==> config.mk <==
export PLATFORM = sky130hd
export DESIGN_NAME = bus_cycle_sequencer
export DESIGN_NICKNAME = d
export VERILOG_FILES = /design/src/rtl/zeus_bus_pkg.sv /design/src/rtl/phi2_edge_detect.sv /design/src/rtl/bus_cycle_sequencer.sv
export SDC_FILE = /design/constraint.sdc
export NUM_CORES = 1
export LEC_CHECK = 0
export BUFFER_PORTS_ARGS = -buffer_cell sky130_fd_sc_hd__buf_4
export CORE_UTILIZATION = 40
export CTS_BUF_LIST = sky130_fd_sc_hd__clkbuf_2 sky130_fd_sc_hd__clkbuf_4 sky130_fd_sc_hd__clkbuf_8
export CTS_CLUSTER_DIAMETER = 30
export CTS_CLUSTER_SIZE = 28
export DETAILED_ROUTE_END_ITERATION = 7
export HOLD_SLACK_MARGIN = 0.03
export SLEW_MARGIN = 10
export SYNTH_ARGS = -nofsm -noshare
export SYNTH_HDL_FRONTEND = slang
export SYNTH_HIERARCHICAL = 1
export SYNTH_SLANG_ARGS = --single-unit
export TNS_END_PERCENT = 5
==> constraint.sdc <==
create_clock -name clk -period 2.7 [get_ports clk]
set_input_delay 0.81 -clock clk [delete_from_list [all_inputs] [get_ports clk]]
set_output_delay 0.81 -clock clk [all_outputs]
set_load 0.03 [all_outputs]
==> src/rtl/zeus_bus_pkg.sv <==
// Shared types and default bus timing for the phi2 bus cycle sequencer.
// All cycle constants are clk counts within one phi2 phase (0..11 at 166.67 MHz).
package zeus_bus_pkg;

    typedef enum logic [1:0] {
        ST_SYNC = 2'd0,
        ST_LOW  = 2'd1,
        ST_HIGH = 2'd2
    } bus_state_t;

    localparam logic [11:0] DEF_PHI2_PULSE_CYCLE_COUNT = 12'd11;
    localparam logic [11:0] DEF_BANK_LATCH_CYCLE       = 12'd2;
    localparam logic [11:0] DEF_WRITE_START_CYCLE      = 12'd1;
    localparam logic [11:0] DEF_WRITE_END_CYCLE        = 12'd10;
    localparam logic [11:0] DEF_READ_SAMPLE_CYCLE      = 12'd10;
    localparam logic [7:0]  DEF_MAX_WAIT               = 8'd15;

    function automatic logic [7:0] sat_inc8(input logic [7:0] value);
        return (value == 8'hFF) ? value : value + 8'd1;
    endfunction

endpackage

==> src/rtl/phi2_edge_detect.sv <==
// Single-clk rise/fall strobes of the phi2 level, decoded against a one-clk delayed copy.
module phi2_edge_detect (
    input  logic clk,
    input  logic clk_phi2,
    output logic phi2_rise,
    output logic phi2_fall
);

    logic phi2_reg;

    // No reset needed: the delayed copy simply follows the level every clk.
    always_ff @(posedge clk) begin
        phi2_reg <= clk_phi2;
    end

    assign phi2_rise = clk_phi2 & ~phi2_reg;
    assign phi2_fall = ~clk_phi2 & phi2_reg;

endmodule

==> src/rtl/bus_cycle_sequencer.sv <==
// Sequences 65xx-style bus cycles on phi2: bank latch, read/write strobes,
// peripheral request/ack handshake with wait states and timeout.
module bus_cycle_sequencer
    import zeus_bus_pkg::*;
#(
    parameter logic [11:0] PHI2_PULSE_CYCLE_COUNT = DEF_PHI2_PULSE_CYCLE_COUNT,
    parameter logic [11:0] BANK_LATCH_CYCLE       = DEF_BANK_LATCH_CYCLE,
    parameter logic [11:0] WRITE_START_CYCLE      = DEF_WRITE_START_CYCLE,
    parameter logic [11:0] WRITE_END_CYCLE        = DEF_WRITE_END_CYCLE,
    parameter logic [11:0] READ_SAMPLE_CYCLE      = DEF_READ_SAMPLE_CYCLE,
    parameter logic [7:0]  MAX_WAIT               = DEF_MAX_WAIT,
    parameter logic [15:0] BUS_CYCLE_COUNT_INIT   = 16'h0000
) (
    input  logic        clk,
    input  logic        reset,
    input  logic        clk_phi2,
    input  logic [11:0] phi2_cycle,
    input  logic        cpu_vda,
    input  logic        cpu_vpa,
    input  logic        cpu_rwb,
    input  logic        periph_ack,
    output logic        phi2_rise,
    output logic        phi2_fall,
    output logic        bank_latch,
    output logic        rd_strobe,
    output logic        wr_strobe,
    output logic        wr_active,
    output logic        periph_req,
    output logic        cpu_rdy,
    output logic        bus_error,
    output logic [7:0]  wait_count,
    output logic [15:0] bus_cycle_count
);

    bus_state_t  state_reg;
    logic        pending_reg;
    logic        acked_reg;
    logic        rwb_reg;
    logic        bank_latch_reg;
    logic        rd_strobe_reg;
    logic        wr_strobe_reg;
    logic        wr_active_reg;
    logic        periph_req_reg;
    logic        cpu_rdy_reg;
    logic        bus_error_reg;
    logic [7:0]  wait_count_reg;
    logic [15:0] bus_cycle_count_reg;

    logic        phase_low;
    logic        phase_high;
    logic        cycle_ok;
    logic        addr_valid;
    logic        ack_seen;
    logic        acked_now;
    logic        start_access;
    logic        sample_point;
    logic        in_wr_window;
    logic [7:0]  wait_inc;
    logic        timeout;

    phi2_edge_detect u_edge (
        .clk       (clk),
        .clk_phi2  (clk_phi2),
        .phi2_rise (phi2_rise),
        .phi2_fall (phi2_fall)
    );

    // Phase the current clk belongs to, so cycle 0 of a phase decodes under
    // the new phase rather than the one the state register still holds.
    assign phase_low  = (state_reg == ST_LOW  && !phi2_rise) ||
                        (state_reg != ST_LOW  &&  phi2_fall);
    assign phase_high = (state_reg == ST_HIGH && !phi2_fall) ||
                        (state_reg == ST_LOW  &&  phi2_rise);

    assign cycle_ok     = (phi2_cycle <= PHI2_PULSE_CYCLE_COUNT);
    assign addr_valid   = cpu_vda | cpu_vpa;
    assign ack_seen     = periph_req_reg & periph_ack;
    assign acked_now    = acked_reg | ack_seen;
    assign start_access = phi2_rise & (state_reg == ST_LOW) & addr_valid & ~pending_reg;
    assign sample_point = phase_high & cycle_ok & pending_reg &
                          (phi2_cycle == READ_SAMPLE_CYCLE);
    assign in_wr_window = phase_high & cycle_ok & pending_reg & ~rwb_reg &
                          (phi2_cycle >= WRITE_START_CYCLE) &
                          (phi2_cycle <= WRITE_END_CYCLE);
    assign wait_inc     = sat_inc8(wait_count_reg);
    assign timeout      = (wait_inc >= MAX_WAIT);

    always_ff @(posedge clk) begin
        if (reset) begin
            state_reg           <= ST_SYNC;
            pending_reg         <= 1'b0;
            acked_reg           <= 1'b0;
            rwb_reg             <= 1'b1;
            bank_latch_reg      <= 1'b0;
            rd_strobe_reg       <= 1'b0;
            wr_strobe_reg       <= 1'b0;
            wr_active_reg       <= 1'b0;
            periph_req_reg      <= 1'b0;
            cpu_rdy_reg         <= 1'b1;
            bus_error_reg       <= 1'b0;
            wait_count_reg      <= 8'd0;
            bus_cycle_count_reg <= BUS_CYCLE_COUNT_INIT;
        end else begin
            unique case (state_reg)
                ST_SYNC: if (phi2_fall) state_reg <= ST_LOW;
                ST_LOW:  if (phi2_rise) state_reg <= ST_HIGH;
                ST_HIGH: if (phi2_fall) state_reg <= ST_LOW;
                default: state_reg <= ST_SYNC;
            endcase

            if (phi2_fall && state_reg != ST_SYNC) begin
                bus_cycle_count_reg <= bus_cycle_count_reg + 16'd1;
            end

            bank_latch_reg <= phase_low & cycle_ok & addr_valid & ~pending_reg &
                              (phi2_cycle == BANK_LATCH_CYCLE);
            wr_active_reg  <= in_wr_window;
            wr_strobe_reg  <= in_wr_window & acked_now & (phi2_cycle == WRITE_END_CYCLE);
            rd_strobe_reg  <= 1'b0;
            bus_error_reg  <= 1'b0;

            if (ack_seen) begin
                acked_reg      <= 1'b1;
                periph_req_reg <= 1'b0;
            end

            if (start_access) begin
                pending_reg    <= 1'b1;
                acked_reg      <= 1'b0;
                rwb_reg        <= cpu_rwb;
                periph_req_reg <= 1'b1;
                wait_count_reg <= 8'd0;
            end else if (sample_point) begin
                if (acked_now) begin
                    rd_strobe_reg <= rwb_reg;
                    cpu_rdy_reg   <= 1'b1;
                    pending_reg   <= 1'b0;
                    acked_reg     <= 1'b0;
                end else if (timeout) begin
                    // Give up: release the CPU and retire the access without strobes.
                    bus_error_reg  <= 1'b1;
                    periph_req_reg <= 1'b0;
                    cpu_rdy_reg    <= 1'b1;
                    pending_reg    <= 1'b0;
                    wait_count_reg <= wait_inc;
                end else begin
                    cpu_rdy_reg    <= 1'b0;
                    wait_count_reg <= wait_inc;
                end
            end
        end
    end

    assign bank_latch      = bank_latch_reg;
    assign rd_strobe       = rd_strobe_reg;
    assign wr_strobe       = wr_strobe_reg;
    assign wr_active       = wr_active_reg;
    assign periph_req      = periph_req_reg;
    assign cpu_rdy         = cpu_rdy_reg;
    assign bus_error       = bus_error_reg;
    assign wait_count      = wait_count_reg;
    assign bus_cycle_count = bus_cycle_count_reg;

endmodule

---- After elaboration in Yosys (flattened, before gate mapping) ----
Cells that the tools add are included.
cells by class
  mux-type cells .......................... 18
  bitwise gates (word level) .............. 27
  reduce and logical (&&, ||, !) cells .... 21
  magnitude comparators ................... 4
  eq/ne operators ......................... 8
  add/subtract/negate cells ............... 2
operator list
  cell                                                                                number
  12-bit by 4-bit less-or-equal comparator with 1-bit output (second input constant)  2
  1-bit AND                                                                           18
  16-bit by 1-bit adder with 16-bit output (second input constant)                    1
  1-bit 2-to-1 mux                                                                    14
  12-bit by 2-bit == test with 1-bit output (second input constant)                   1
  12-bit by 4-bit == test with 1-bit output (second input constant)                   1
  12-bit by 1-bit >= comparator with 1-bit output (second input constant)             1
  8-bit by 1-bit adder with 8-bit output (second input constant)                      1
  8-bit == test (second input constant)                                               1
  8-bit by 4-bit >= comparator with 1-bit output (second input constant)              1
  8-bit 2-to-1 mux                                                                    1
  2-bit AND reduction                                                                 4
  4-bit OR reduction                                                                  2
  1-bit inverter                                                                      7
  1-bit logical AND                                                                   5
  2-bit 2-to-1 mux                                                                    2
  2-bit by 1-bit inequality test with 1-bit output (second input constant)            2
  2-bit one-hot mux with 2 select lines                                               1
  2-bit nonzero test                                                                  2
  2-bit OR reduction                                                                  2
  3-bit nonzero test                                                                  1
  2-bit by 1-bit == test with 1-bit output (second input constant)                    1
  2-bit == test (second input constant)                                               1
  1-bit zero test                                                                     2
  other kinds (4)                                                                     6
word-level totals
  bits in registers ....................... 37
  output and inout port bits .............. 33
  bits of input ports ..................... 19
  logic and storage cells ................. 94

---- Depth between registers and ports, before layout ----
  depth after elaboration ................. 12
  gate-level depth with buffers ........... 7
  depth with buffers taken out ............ 6

---- Cells and area by module ----
The synthesis kept the hierarchy.
modules (own cells, without submodules)
  module               instances  cells an instance  sequential area each (um^2)  area an instance (um^2)
  bus_cycle_sequencer  1          193                720.7                        1744.2
  phi2_edge_detect     1          3                  20.0                         35.0

---- Worst setup path after synthesis ----
Ideal clock, no wire load.
  path kind ............................... input-to-reg
  from .................................... in clk_phi2
  to ...................................... reg wait_count_reg[3], in the netlist wait_count[3]
  library setup time ...................... 116 ps
  arrival time ............................ 2462 ps
  path buffers ............................ 0
  cell stages on the path ................. 6
  required time ........................... 2584 ps
  slack ................................... 123 ps
  cells stage by stage .................... nor2b_1 > and3b_1 > o211ai_4 > nor4_4 > a211oi_1 > a31o_1
on the way
  cells in the longest elaborated chain, start to end .. 9
  elaborated cells between the ends (all ways) .. 15
  classes of those cells .................. 9 x bitwise; 6 x reduce/logical
ends and longest elaborated chain
  what                                  line                        RTL
  start, declared                       bus_cycle_sequencer.sv:16   input logic clk_phi2,
  1-bit inverter                        phi2_edge_detect.sv:17      assign phi2_fall = ~clk_phi2 & phi2_reg;
  1-bit AND                             phi2_edge_detect.sv:17
  1-bit zero test                       bus_cycle_sequencer.sv:72   assign phase_high = (state_reg == ST_HIGH && !phi2_fall) ||
  1-bit logical AND                     bus_cycle_sequencer.sv:72
  1-bit logical OR                      bus_cycle_sequencer.sv:72
  1-bit AND (3 in series)               bus_cycle_sequencer.sv:80   assign sample_point = phase_high & cycle_ok & pending_reg &
  2-bit AND reduction (no source line)  n/a
  end signal, assigned                  bus_cycle_sequencer.sv:145  wait_count_reg <= wait_inc;
  end signal, assigned                  bus_cycle_sequencer.sv:148  wait_count_reg <= wait_inc;
  end, declared                         bus_cycle_sequencer.sv:46   logic [7:0] wait_count_reg;
Several ways; a longest one is shown, not always the timed one.
A chain may end at the register's enable or synchronous reset.

---- Final worst setup path ----
  from .................................... in clk_phi2
  to ...................................... out phi2_rise
on the way
  cells in the longest elaborated chain, start to end .. 1
ends and longest elaborated chain
  what           line                       RTL
  1-bit AND      phi2_edge_detect.sv:16     assign phi2_rise = clk_phi2 & ~phi2_reg;
  end, declared  bus_cycle_sequencer.sv:22  output logic phi2_rise,
No other way between the ends.

==> results.json <==
{
  "min_period_ns": 2.230,
  "endpoint_kind": "output port",
  "grt_pass1_vias": 1304,
  "synth_top_family_by_area": "simple AND/OR/NAND/NOR gates",
  "final_cell_mix": "buf_4, dfxtp_1, nor2_1, nand2_1",
  "io_pins": 52,
  "gr-total-overflow": 0,
  "muxShareOfSynthArea_pct": 3.376,
  "die_x_um": 68.70,
  "drive_above_1_share_pct": 28.57,
  "ctsHoldBuffers": 0,
  "r2r_start": "u_edge/phi2_reg$_DFF_P_",
  "rr_endpoint": "wait_count[2]$_SDFFE_PP0P_",
  "worstPathRequired_ns": 1.89,
  "setup_ws_ns": 0.4705,
  "clock_latency_ns": 0.28,
  "yosysWarnings": 6,
  "synth_ff_type": "dfxtp_1",
  "clock_power_share_pct": 37.6,
  "drc": 0,
  "start_kind": "input port",
  "synth_compound_area_share_pct": 13.99,
  "syn_inst": 196,
  "worst_pin_slew_ns": 0.4301,
  "ir_worst_vdd_v": 0.0002871,
  "syn_avg_cell_area_sq_um": 9.078,
  "power_mw": 1.000,
  "grt_max_degree": 26,
  "dr.first_iter.drc_count": 56,
  "fmax_mhz": 448.5,
  "p_comb_share_pct": 6.9,
  "seq_area_frac_synth_pct": 41.63,
  "vias": 1564,
  "vias_per_cell": 5.179,
  "core_area_sq_um": 4144,
  "drv_slew": 0,
  "synth-simple-area-share_pct": 31.22,
  "clock_skew_ns": 0.007946,
  "timing.max_cap.violations": 0,
  "yosysUniqueCellTypes": 53,
  "finalNonFillerCells": 302,
  "drt_wl_total_um": 3874,
  "start_util_pct": 42.93,
  "first_pass_iters": 4,
  "synth.cell_area_sq_um": 1779,
  "ys_ff_latch": 37,
  "leakagePower_nw": 0.9401,
  "clockRootBuffer": "clkbuf_8",
  "synthArstFlopShare_pct": 0,
  "cp_data_arrival_time_ns": 1.42,
  "reg2reg_slack_ns": 0.88,
  "cts_resized": 0,
  "grt_pass1_wl_um": 6016,
  "powerDensity_nw_per_um2": 435.2,
  "largest_reg_flops": 16,
  "p_sw_uw": 229.5,
  "clock_sinks": 37,
  "detail-route-antenna-nets": 0,
  "cts_buffers": 5,
  "clk_pin_slew_ns": 0.07,
  "crit_start": "clk_phi2",
  "num-fill-cells": 409,
  "syn2layout_area_growth_pct": 29.18,
  "path_class": "input port to output port",
  "hold_slack_ns": 0.4960,
  "clockBufferDepth": 2,
  "die_h_um": 68.70,
  "mostFrequentLayoutCell": "buf_4",
  "syn_nets": 217,
  "power_frac_seq_pct": 55.5,
  "hold_viol_final": 0,
  "final_cell_area_sq_um": 2298,
  "die_area_sq_um": 4719,
  "rsz0062_at_grt": "no",
  "finalCritPeriodShare_pct": 82.57,
  "relSlewSlack_pct": 71.11,
  "worst-path-max-fanout": 4,
  "place_area_sq_um": 2212,
  "antenna_cells": 0,
  "final_util_pct": 55.46,
  "swShare_pct": 22.94,
  "setup-violations-final": 0,
  "critical_path.endpoint": "phi2_rise",
  "synth_edf_count": 0,
  "hp-class": "flop to flop",
  "p_int_uw": 770.8,
  "reg2reg_depth": 6,
  "grt_usage_pct": 17.16,
  "rows": 23,
  "synthAdderAreaFrac_pct": 1.406,
  "postCtsSetupRepairBufs": 0,
  "synth_xor_area_share_pct": 6.399,
  "status": "complete, no violations",
  "fin_nets": 272,
  "numPlacedInstances": 294,
  "dp_worst_setup_slack_ns": 0.2815,
  "portBuffers": 51,
  "dp.final_hpwl_um": 2875,
  "grt_antenna_before_repair": 0,
  "setup_tns_ns": 0,
  "avgRoutedWirePerCell_um": 12.83,
  "gp_congestion": 0.7949,
  "h-tree-depth": 2,
  "cts_tree": "built"
}
## critical path, stage by stage
cell and delay [ns]:
buf_4 0.08, nor2b_1 0.29, buf_4 0.23
## cell type report
cell class              instances  area [sq um]  share of cell area, %
multi-input cells             151          1003                  43.66
well taps                      50         62.56                  2.722
repair buffers                 52         390.4                  16.98
clock inverters                 2         10.01                 0.4355
inverters                       4         15.01                 0.6532
flip-flops and latches         37         740.7                  32.23
clock buffers                   6         76.32                  3.321
## worst min-delay path by stage
stage / startpoint / cells after the start / end / slack [ns]
4_1_cts: bus_cycle_count[15]$_SDFFE_PP0P_ / 2 / bus_cycle_count[15]$_SDFFE_PP0P_ / 0.50
3_5_place_dp: bus_cycle_count[15]$_SDFFE_PP0P_ / 2 / bus_cycle_count[15]$_SDFFE_PP0P_ / 0.49
6_report: bus_cycle_count[15]$_SDFFE_PP0P_ / 2 / bus_cycle_count[15]$_SDFFE_PP0P_ / 0.50
3_3_place_gp: bus_cycle_count[15]$_SDFFE_PP0P_ / 2 / bus_cycle_count[15]$_SDFFE_PP0P_ / 0.48
2_1_floorplan: rwb_reg$_SDFFE_PP1P_ / 2 / rwb_reg$_SDFFE_PP1P_ / 0.46
5_1_grt: rwb_reg$_SDFFE_PP1P_ / 1 / rd_strobe$_SDFF_PP0_ / 0.53
## cells in the mapped netlist (2+ instances only)
cell       n  area share (%)
dfxtp_1   37              42
nor2_1    30             6.3
nand2_1   16             3.4
a21oi_1   10             2.8
xor2_1    10             4.9
and3_1     6             2.1
mux2i_1    6             3.4
nand3_1    5             1.4
nand4_1    5             1.8
nor3_1     5             1.4
o21ai_0    5             1.4
inv_1      4            0.84
nor4_1     4             1.4
or3_1      4             1.4
xnor2_1    3             1.5
a211o_1    2            0.98
a21o_1     2            0.84
and3b_1    2            0.98
clkbuf_1   2            0.42
ha_1       2             1.4
nor2b_1    2            0.70
nor4_2     2             1.4
o211ai_1   2            0.84
## power by group through the flow
stage          registers, mW  clock network (mW)  logic (mW)
3_5_place_dp           0.568                   0      0.0695
6_report               0.555               0.376      0.0693
5_1_grt                0.556               0.411      0.0760
3_3_place_gp           0.568                   0      0.0695
2_1_floorplan          0.567                   0      0.0352
4_1_cts                0.555               0.389      0.0698
## cell families (layout without fill, tap and decap cells)
group / Yosys count / after routing
simple gates: 96 / 96
flops: 37 / 37
compound gates: 34 / 34
xor+xnor: 13 / 13
buf+inv: 8 / 64
mux: 6 / 6
fa+ha+maj: 2 / 2
## layer usage
layer,share of wire [%],global-route usage (%),routed length (um),vias up
met3,5.5,3.947,212,5
li1,-,-,-,824
met1,51,25.23,1988,698
met2,42,24.51,1640,37
met4,0.85,5.357,33,0
met5,0,0,0,-
Power figures use the tool's default switching activity.
